$ cat config.mk
export PLATFORM = sky130hd
export DESIGN_NAME = id_ex_stage
export DESIGN_NICKNAME = d
export VERILOG_FILES = /design/src/rtl/id_ex_stage.sv
export SDC_FILE = /design/constraint.sdc
export NUM_CORES = 1
export LEC_CHECK = 0
export CAP_MARGIN = 20
export CORE_AREA = 5 5 122 124
export CTS_CLUSTER_SIZE = 12
export DETAILED_ROUTE_END_ITERATION = 16
export DIE_AREA = 0 0 127 129
export PLACE_DENSITY = 0.79
export SYNTH_ARGS = -nofsm -noshare
export SYNTH_HDL_FRONTEND = slang
export SYNTH_SLANG_ARGS = --single-unit
$ cat constraint.sdc
create_clock -name clk_i -period 5.33 [get_ports clk_i]
set_input_delay 0.533 -clock clk_i [delete_from_list [all_inputs] [get_ports clk_i]]
set_output_delay 0.533 -clock clk_i [all_outputs]
set_load 0.01 [all_outputs]
$ cat src/rtl/id_ex_stage.sv
// ID/EX pipeline register for the 5-stage RV32 pipeline, with load-use hazard
// detection that stalls PC/IF-ID and injects a bubble into EX.
module id_ex_stage #(
    parameter int CNT_W = 16
) (
    input  logic             clk_i,
    input  logic             rst_i,
    input  logic             valid_i,
    input  logic             flush_i,
    input  logic [1:0]       ALUOp_i,
    input  logic             ALUSrc_i,
    input  logic             RegWrite_i,
    input  logic             MemWrite_i,
    input  logic             MemRead_i,
    input  logic             Mem2Reg_i,
    input  logic             Branch_i,
    input  logic [31:0]      RS1data_i,
    input  logic [31:0]      RS2data_i,
    input  logic [31:0]      Imm_i,
    input  logic [9:0]       funct_i,
    input  logic [4:0]       RS1addr_i,
    input  logic [4:0]       RS2addr_i,
    input  logic [4:0]       RDaddr_i,
    output logic [1:0]       ALUOp_o,
    output logic             ALUSrc_o,
    output logic             RegWrite_o,
    output logic             MemWrite_o,
    output logic             MemRead_o,
    output logic             Mem2Reg_o,
    output logic             Branch_o,
    output logic [31:0]      RS1data_o,
    output logic [31:0]      RS2data_o,
    output logic [31:0]      Imm_o,
    output logic [9:0]       funct_o,
    output logic [4:0]       RS1addr_o,
    output logic [4:0]       RS2addr_o,
    output logic [4:0]       RDaddr_o,
    output logic             valid_o,
    output logic             stall_o,
    output logic [CNT_W-1:0] stall_cnt_o
);

    logic [1:0]       aluOp_q, aluOp_d;
    logic             aluSrc_q, aluSrc_d;
    logic             regWrite_q, regWrite_d;
    logic             memWrite_q, memWrite_d;
    logic             memRead_q, memRead_d;
    logic             mem2Reg_q, mem2Reg_d;
    logic             branch_q, branch_d;
    logic [31:0]      rs1Data_q, rs1Data_d;
    logic [31:0]      rs2Data_q, rs2Data_d;
    logic [31:0]      imm_q, imm_d;
    logic [9:0]       funct_q, funct_d;
    logic [4:0]       rs1Addr_q, rs1Addr_d;
    logic [4:0]       rs2Addr_q, rs2Addr_d;
    logic [4:0]       rdAddr_q, rdAddr_d;
    logic             valid_q, valid_d;
    logic [CNT_W-1:0] stallCnt_q, stallCnt_d;

    logic useRs2;
    logic rs1Hit;
    logic rs2Hit;
    logic bubble;

    // Immediate-operand instructions ignore rs2, except stores which need it as data.
    assign useRs2  = ~ALUSrc_i | MemWrite_i;
    assign rs1Hit  = (rdAddr_q == RS1addr_i);
    assign rs2Hit  = (rdAddr_q == RS2addr_i);
    assign stall_o = valid_i & valid_q & memRead_q & (rdAddr_q != 5'd0)
                   & (rs1Hit | (useRs2 & rs2Hit));
    assign bubble  = stall_o | flush_i | ~valid_i;

    always_comb begin
        aluOp_d    = ALUOp_i;
        aluSrc_d   = ALUSrc_i;
        regWrite_d = RegWrite_i;
        memWrite_d = MemWrite_i;
        memRead_d  = MemRead_i;
        mem2Reg_d  = Mem2Reg_i;
        branch_d   = Branch_i;
        rs1Data_d  = RS1data_i;
        rs2Data_d  = RS2data_i;
        imm_d      = Imm_i;
        funct_d    = funct_i;
        rs1Addr_d  = RS1addr_i;
        rs2Addr_d  = RS2addr_i;
        rdAddr_d   = RDaddr_i;
        valid_d    = 1'b1;
        if (bubble) begin
            aluOp_d    = 2'b00;
            aluSrc_d   = 1'b0;
            regWrite_d = 1'b0;
            memWrite_d = 1'b0;
            memRead_d  = 1'b0;
            mem2Reg_d  = 1'b0;
            branch_d   = 1'b0;
            rs1Data_d  = '0;
            rs2Data_d  = '0;
            imm_d      = '0;
            funct_d    = '0;
            rs1Addr_d  = '0;
            rs2Addr_d  = '0;
            rdAddr_d   = '0;
            valid_d    = 1'b0;
        end
    end

    // Saturating so a long-running profile never wraps back to a small value.
    always_comb begin
        stallCnt_d = stallCnt_q;
        if (stall_o && (stallCnt_q != {CNT_W{1'b1}})) begin
            stallCnt_d = stallCnt_q + CNT_W'(1);
        end
    end

    always_ff @(posedge clk_i or posedge rst_i) begin
        if (rst_i) begin
            aluOp_q    <= 2'b00;
            aluSrc_q   <= 1'b0;
            regWrite_q <= 1'b0;
            memWrite_q <= 1'b0;
            memRead_q  <= 1'b0;
            mem2Reg_q  <= 1'b0;
            branch_q   <= 1'b0;
            rs1Data_q  <= '0;
            rs2Data_q  <= '0;
            imm_q      <= '0;
            funct_q    <= '0;
            rs1Addr_q  <= '0;
            rs2Addr_q  <= '0;
            rdAddr_q   <= '0;
            valid_q    <= 1'b0;
            stallCnt_q <= '0;
        end else begin
            aluOp_q    <= aluOp_d;
            aluSrc_q   <= aluSrc_d;
            regWrite_q <= regWrite_d;
            memWrite_q <= memWrite_d;
            memRead_q  <= memRead_d;
            mem2Reg_q  <= mem2Reg_d;
            branch_q   <= branch_d;
            rs1Data_q  <= rs1Data_d;
            rs2Data_q  <= rs2Data_d;
            imm_q      <= imm_d;
            funct_q    <= funct_d;
            rs1Addr_q  <= rs1Addr_d;
            rs2Addr_q  <= rs2Addr_d;
            rdAddr_q   <= rdAddr_d;
            valid_q    <= valid_d;
            stallCnt_q <= stallCnt_d;
        end
    end

    assign ALUOp_o     = aluOp_q;
    assign ALUSrc_o    = aluSrc_q;
    assign RegWrite_o  = regWrite_q;
    assign MemWrite_o  = memWrite_q;
    assign MemRead_o   = memRead_q;
    assign Mem2Reg_o   = mem2Reg_q;
    assign Branch_o    = branch_q;
    assign RS1data_o   = rs1Data_q;
    assign RS2data_o   = rs2Data_q;
    assign Imm_o       = imm_q;
    assign funct_o     = funct_q;
    assign RS1addr_o   = rs1Addr_q;
    assign RS2addr_o   = rs2Addr_q;
    assign RDaddr_o    = rdAddr_q;
    assign valid_o     = valid_q;
    assign stall_cnt_o = stallCnt_q;

endmodule

---- Yosys cells after proc, flatten, opt, wreduce, memory -nomap -nowiden ----
Index checks and enable logic that the tools add are counted.
word-level totals
  bits in registers ....................... 146
  bits of input ports ..................... 133
  logic and storage cells ................. 48
cells by class
  add/sub/neg operators ................... 1
  equality and inequality tests ........... 3
  mux-type cells .......................... 15
  bitwise gates (word level) .............. 11
  reduce and logical (&&, ||, !) cells .... 2
operators by type and width
  kind                                           number
  two-way mux 32 bit                             3
  adder 16 x 1 -> 16 bit, second input constant  1
  inequality test 16 bit, second input constant  1
  two-way mux 5 bit                              3
  equality test 5 bit                            2
  two-way mux 10 bit                             1
  two-way mux 1 bit                              7
  bitwise AND 1 bit                              5
  nonzero test 5 bit                             1
  OR 1 bit                                       4
  two-way mux 2 bit                              1
  NOT 1 bit                                      2
  logical AND 1 bit                              1

---- Depth between registers and ports, before layout ----
Gate-level depths: netlist of run 1.
  depth after elaboration ................. 8
  mapped depth ............................ 7

---- Worst setup path after synthesis of run 1 ----
Ideal clock, no wire load.
  kind .................................... register to register
  start point ............................. reg stallCnt_q[0] (netlist: stall_cnt_o[0])
  end point ............................... reg stallCnt_q[1] (netlist: stall_cnt_o[1])
  arrival time ............................ 1.829 ns
  slack ................................... 3.376 ns
  stages on the path, launching flop included .. 7
  path buffers ............................ 0
  clock period less this slack ............ 1.954 ns
  cells stage by stage .................... dfrtp_1 > ha_1 > nand4_1 > or4_4 > o21ba_2 > nand2_1 > mux2_2
between the ends
  word-level cells in the longest chain between the ends .. 2
ends and longest elaborated chain
  what                                                            line  RTL
  start, declared                                                 58    logic [CNT_W-1:0] stallCnt_q, stallCnt_d;
  start signal, assigned                                          150   stallCnt_q <= stallCnt_d;
  branches (longest 2 deep; another with adder 16 x 1 -> 16 bit)  -
Parallel ways; which one is timed is not known.
A chain may end at the register's enable or synchronous reset.

---- Worst setup path in the final report of run 1 ----
  start point ............................. in RS2addr_i[1]
  end point ............................... out stall_o
between the ends
  word-level cells in the longest chain between the ends .. 4
ends and longest elaborated chain
  what                 line  RTL
  start, declared      22    input logic [4:0] RS2addr_i,
  equality test 5 bit  68    assign rs2Hit = (rdAddr_q == RS2addr_i);
  bitwise AND 1 bit    70    & (rs1Hit | (useRs2 & rs2Hit));
  OR 1 bit             70
  bitwise AND 1 bit    70
  end, declared        39    output logic stall_o,
No other way between the ends.

==> run_results.csv, run 1 <==
group,metric,value,unit
critical_path,ff2ff_path_depth,6,
die,boundaryPins,280,
critical_path,r2r-start,"RDaddr_o[0]",
critical_path,r2r-end,"Imm_o[15]",
yosys,yosys.area_share.adder,0.00242,
cells_and_area,drive_above_1_share,0.0626,
critical_path,worstSetupStartpoint,"RS2addr_i[1]",
yosys,synth_top_family_by_area,"simple AND/OR/NAND/NOR gates",
critical_path,crit_type,"input port to output port",
global_routing,grt_max_degree,114,
drt,drc,0,
clocking,h-tree-depth,4,
critical_path,cp_data_arrival_time,2.76,ns
drt,drt_iter0_drc,132,
critical_path,worst-r2r-setup-slack,2.63,ns
global_routing,grt_overflow,0,
pwr,max-vdd-ir-drop,196,uV
clocking,clockBufferDepth,2,
drt,drt-total-wl,14000,um
clocking,path_clk_slew,0.06,ns
run,maxCapViolations,0,
cells_and_area,layout_common_cells,"clkdlybuf4s50_1, dfrtp_1, and2_1",
cells_and_area,fillers,1052,
yosys,synth_nets,506,
clocking,cts_resized,0,
yosys,yosys-top-cells-area,"dfrtp_1, and2_1, xnor2_1",
sta,skew,0.00624,ns
sta,drv_slew,0,
critical_path,end_kind,"output port",
die,die-area,16400,sq um
yosys,yosysUniqueCellTypes,29,
critical_path,cpPeakStageDelay,0.66,ns
yosys,synth_cells,372,
clocking,cts_sinks,146,
critical_path,cp_slowest_cell,"o22ai_2",
pwr,p_leak,0.00387,uW
clocking,cts_tree,"yes",
die,coreArea,13700,sq um
global_routing,use_met1,0.194,
critical_path,cp_max_fo,18,
drt,first_pass_iters,4,
critical_path,crit_path_start_kind,"input port",
global_routing,grt_pass1_wl,21500,um
global_routing,grt_busiest_layer,"met2",
drt,detail-route-antenna-nets,0,
sta,setup_violations,0,
placement,place_area,8070,sq um
sta,rsz0062_at_grt,"no",
clocking,insertion_delay,0.41,ns
cells_and_area,final_common_cell,"clkdlybuf4s50_1",
clocking,cts_setup_buffers,0,
drt,wl_per_cell,16.4,um
global_routing,met3_usage,0.0714,
die,initial_utilization,0.379,
yosys,synth.avg_cell_area,13.9,sq um
sta,tightest_slew,0.793,ns
global_routing,antenna_found_initial,2,
sta,tns,0,ns
sta,fin_crit,3.30,ns
sta,max_freq,303,MHz
placement,place.gp.congestion,0.892,
cells_and_area,fin_nets,792,
yosys,ys_seq_area_frac,0.706,
sta,hold_viol_final,0,
hold_path,hold_class,"input port to asynchronous set/reset pin",
cells_and_area,postLayoutCellArea,8720,sq um
yosys,synth_compound_area_frac,0.0109,
sta,fin_crit_sh,0.618,
cells_and_area,n_antenna_cell,0,
critical_path,worstPathRequired,4.80,ns
clocking,cts_hold_buf,0,
yosys,synthXorXnorAreaFrac,0.0372,
drt,dr_total_vias,3772,
die,die_h,129,um
global_routing,grt.met2_usage,0.283,
critical_path,path_cells,"clkdlybuf4s50_1 > xnor2_1 > o21ai_0 > o22ai_2 > and2_1 > clkdlybuf4s50_1",
yosys,synthSimpleGateAreaFrac,0.203,
yosys,yosys_warnings,0,
global_routing,grt_pass1_vias,3969,
placement,place_hpwl,10800,um
status,status,"finished clean",
die,num_rows,43,
placement,io_buffers,279,
yosys,synth_top_area_frac,0.706,
clocking,cts_made_buffers,17,
critical_path,cp_common_cell,"clkdlybuf4s50_1",
cells_and_area,area_growth,68.5,%
pwr,pwr_density_cell,308,nW/um^2
clocking,root_buffer,"clkbuf_16",
die,die_x,127,um
yosys,ys_ff_latch,146,
sta,hold_slack,0.411,ns
yosys,synth_mux_area_frac,0.00653,
yosys,synth.largest_area_cell,"dfrtp_1",
global_routing,track_usage,0.173,
sta,maxSlewHeadroom,0.470,
drt,viasPerCell,4.43,
yosys,syn_area,5170,sq um
[routing by layer]
| metal | part of all wire | vias up |
|---|---|---|
| met2 | 0.51 | 189 |
| met4 | 0.035 | 4 |
| li1 | - | 1746 |
| met3 | 0.096 | 40 |
| met5 | 0.0024 | - |
| met1 | 0.36 | 1793 |
[critical path, delay by kind of cell]
| family | cells | cell delay (ns) |
|---|---|---|
| AO/OA/AOI/OAI | 2 | 0.82 |
| buffers and inverters | 2 | 1.03 |
| AND/OR/NAND/NOR | 1 | 0.25 |
| XOR/XNOR | 1 | 0.12 |
[power by group]
| group | total [uW] | internal (uW) | leakage [uW] | switching (uW) |
|---|---|---|---|---|
| clock | 1250 | 827 | 0.000301 | 426 |
| sequential | 1160 | 1150 | 0.00197 | 13.6 |
| combinational | 272 | 175 | 0.00160 | 97.6 |
| total | 2690 | 2150 | 0.00387 | 538 |
[through the flow]
step | std cells | utilization | setup slack [ns] | power (uW)
floorplan | 372 | - | 0.874 | 1270
global placement | 818 | 0.590 | 2.08 | 1450
detailed placement | 818 | 0.590 | 2.03 | 1460
CTS | 850 | 0.636 | 2.02 | 2720
global route | 851 | 0.638 | 1.90 | 2790
finish | 851 | 0.638 | 2.03 | 2690
[sequential cells by signal, indices dropped and copies added (netlist names)]
signal       count
Imm_o           32
RS1data_o       32
RS2data_o       32
stall_cnt_o     16
funct_o         10
RDaddr_o         5
RS1addr_o        5
RS2addr_o        5
ALUOp_o          2
ALUSrc_o         1
Branch_o         1
Mem2Reg_o        1
MemRead_o        1
MemWrite_o       1
RegWrite_o       1
valid_o          1
[cells in the mapped netlist]
master,instances
nand4b_1,1
nand3_1,12
a21oi_1,1
inv_2,1
nand2b_1,2
and2_1,130
nor3_1,1
buf_2,1
a31oi_1,1
o21ai_0,1
a21oi_2,1
o21ba_2,1
nor4_1,2
o22ai_2,1
or4_1,1
or4_4,1
buf_4,2
o21ai_2,1
nand4_1,7
inv_1,3
nor2_1,4
xnor2_1,22
clkbuf_1,1
nand2_1,5
mux2_2,3
buf_6,12
dfrtp_1,146
and3_1,7
ha_1,1
[cell type report]
| cell class | instances | area (sq um) | area share |
|---|---|---|---|
| multi-input combinational | 206 | 1360 | 0.155 |
| clock inverter | 11 | 185 | 0.0212 |
| sequential | 146 | 3650 | 0.419 |
| tap | 180 | 225 | 0.0258 |
| inverter | 4 | 20.0 | 0.00230 |
| timing repair buffer | 283 | 2840 | 0.326 |
| clock buffer | 21 | 440 | 0.0505 |
[worst max-delay path by stage]
stage	endpoint	slack (ns)	cells past startpoint
after global routing	stall_o	1.90	6
after floorplan	ALUOp_o[0]	0.87	1
after global placement	stall_o	2.08	6
after CTS	stall_o	2.02	6
after detailed placement	stall_o	2.03	6
final	stall_o	2.03	6
[kinds of logic after synthesis]
kind of cell / Yosys count
simple gates: 173
compound gates: 7
fa+ha+maj: 1
xor+xnor: 22
buf+inv: 20
mux: 3
flops: 146
No activity file was read; power rests on OpenSTA's default activity.
==> run 2: changes to the inputs <==
- clock period: 5.33 -> 3.15 ns (I/O delays scaled with it)
==> run_results.csv, run 2 (synthesis gave the netlist of run 1 again) <==
group,metric,value,unit
status,status,"finished clean",
critical_path,crit_path_start_kind,"flop",
sta,maxSlewHeadroom,0.364,
critical_path,crit_type,"flop to output port",
die,num_rows,43,
cells_and_area,layout_common_cells,"clkdlybuf4s50_1, dfrtp_1, and2_1",
cells_and_area,area_growth,68.7,%
critical_path,worstPathRequired,2.83,ns
critical_path,cp_data_arrival_time,2.43,ns
global_routing,grt_overflow,0,
clocking,cts_sinks,146,
clocking,cts_setup_buffers,0,
drt,drt_iter0_drc,220,
sta,max_freq,365,MHz
drt,first_pass_iters,4,
die,initial_utilization,0.379,
pwr,pwr_density_cell,514,nW/um^2
clocking,clockBufferDepth,2,
drt,viasPerCell,4.42,
die,die_x,127,um
sta,setup_violations,0,
sta,hold_viol_final,0,
die,coreArea,13700,sq um
die,die_h,129,um
critical_path,cp_max_fo,4,
global_routing,grt_max_degree,59,
cells_and_area,drive_above_1_share,0.0684,
cells_and_area,n_antenna_cell,0,
cells_and_area,final_common_cell,"clkdlybuf4s50_1",
drt,drt-total-wl,14900,um
clocking,root_buffer,"clkbuf_16",
placement,dpl_worst_slack,0.749,ns
clocking,insertion_delay,0.41,ns
clocking,cts_resized,0,
global_routing,antenna_found_initial,0,
sta,drv_slew,0,
drt,dr_total_vias,3769,
clocking,h-tree-depth,4,
clocking,cts_made_buffers,17,
clocking,path_clk_slew,0.06,ns
sta,setup_slack,0.407,ns
run,maxCapViolations,0,
drt,wl_per_cell,17.5,um
placement,place_hpwl,11600,um
pwr,p_leak,0.00387,uW
sta,fin_crit,2.74,ns
drt,detail-route-antenna-nets,0,
cells_and_area,fin_nets,794,
die,boundaryPins,280,
clocking,cts_hold_buf,0,
sta,tns,0,ns
global_routing,grt_pass1_vias,4156,
clocking,cts_tree,"yes",
sta,rsz0062_at_grt,"no",
placement,io_buffers,279,
sta,fin_crit_sh,0.871,
pwr,power,4480,uW
sta,hold_slack,0.449,ns
global_routing,track_usage,0.187,
pwr,max-vdd-ir-drop,381,uV
sta,skew,0.00582,ns
die,die-area,16400,sq um
placement,place.gp.congestion,0.779,
critical_path,end_kind,"output port",
drt,drc,0,
hold_path,hold_class,"input port to flop",
global_routing,grt_pass1_wl,23100,um
sta,tightest_slew,0.953,ns
## run 2: area by class of cell
| cell class | instances | area [sq um] |
|---|---|---|
| Timing Repair Buffer | 285 | 2860 |
| Tap cell | 180 | 225 |
| Inverter | 4 | 18.8 |
| Multi-Input combinational cell | 206 | 1360 |
| Fill cell | 1073 | 4930 |
| Clock inverter | 9 | 128 |
| Clock buffer | 23 | 488 |
| Sequential cell | 146 | 3650 |
## run 2: per-stage QoR
stage | area (sq um) | utilization | cells
after floorplan | 5180 | - | 372
after global placement | 8120 | 0.594 | 821
after detailed placement | 8120 | 0.594 | 821
after CTS | 8730 | 0.639 | 853
after global routing | 8730 | 0.639 | 853
final | 8730 | 0.639 | 853
## run 2: report_power, final
part | switching (uW) | internal, uW | total, uW | leakage, uW
clock | 725 | 1320 | 2050 | 0.000295
sequential | 22.8 | 1940 | 1960 | 0.00197
combinational | 174 | 298 | 472 | 0.00161
## run 2: critical path, cell delays in order, from the launching register on
cell and delay (ns):
dfrtp_1 0.43, or4_1 0.58, o21ai_2 0.24, inv_2 0.08, and2_1 0.17, clkdlybuf4s50_1 0.51
## run 2: layer usage
layer,wire length (um),GRT usage,vias up
met5,0,0,-
met4,248,0.0599,0
met3,1570,0.0926,19
met2,7850,0.324,177
met1,5220,0.201,1820
li1,-,-,1753
## run 2: worst paths after layout
check                                      from              end  slack (ns)  cells after the start
worst max register to register      RDaddr_o[0]    RS2data_o[12]        0.93                      6
worst min register to register  stall_cnt_o[10]  stall_cnt_o[10]        0.50                      1
worst min-delay path                 funct_i[6]       funct_o[6]        0.45                      2
max in group asynchronous                 rst_i        Imm_o[12]        1.91                      3
worst max-delay path                RDaddr_o[0]          stall_o        0.41                      5
min in group asynchronous                 rst_i        Mem2Reg_o        0.46                      2
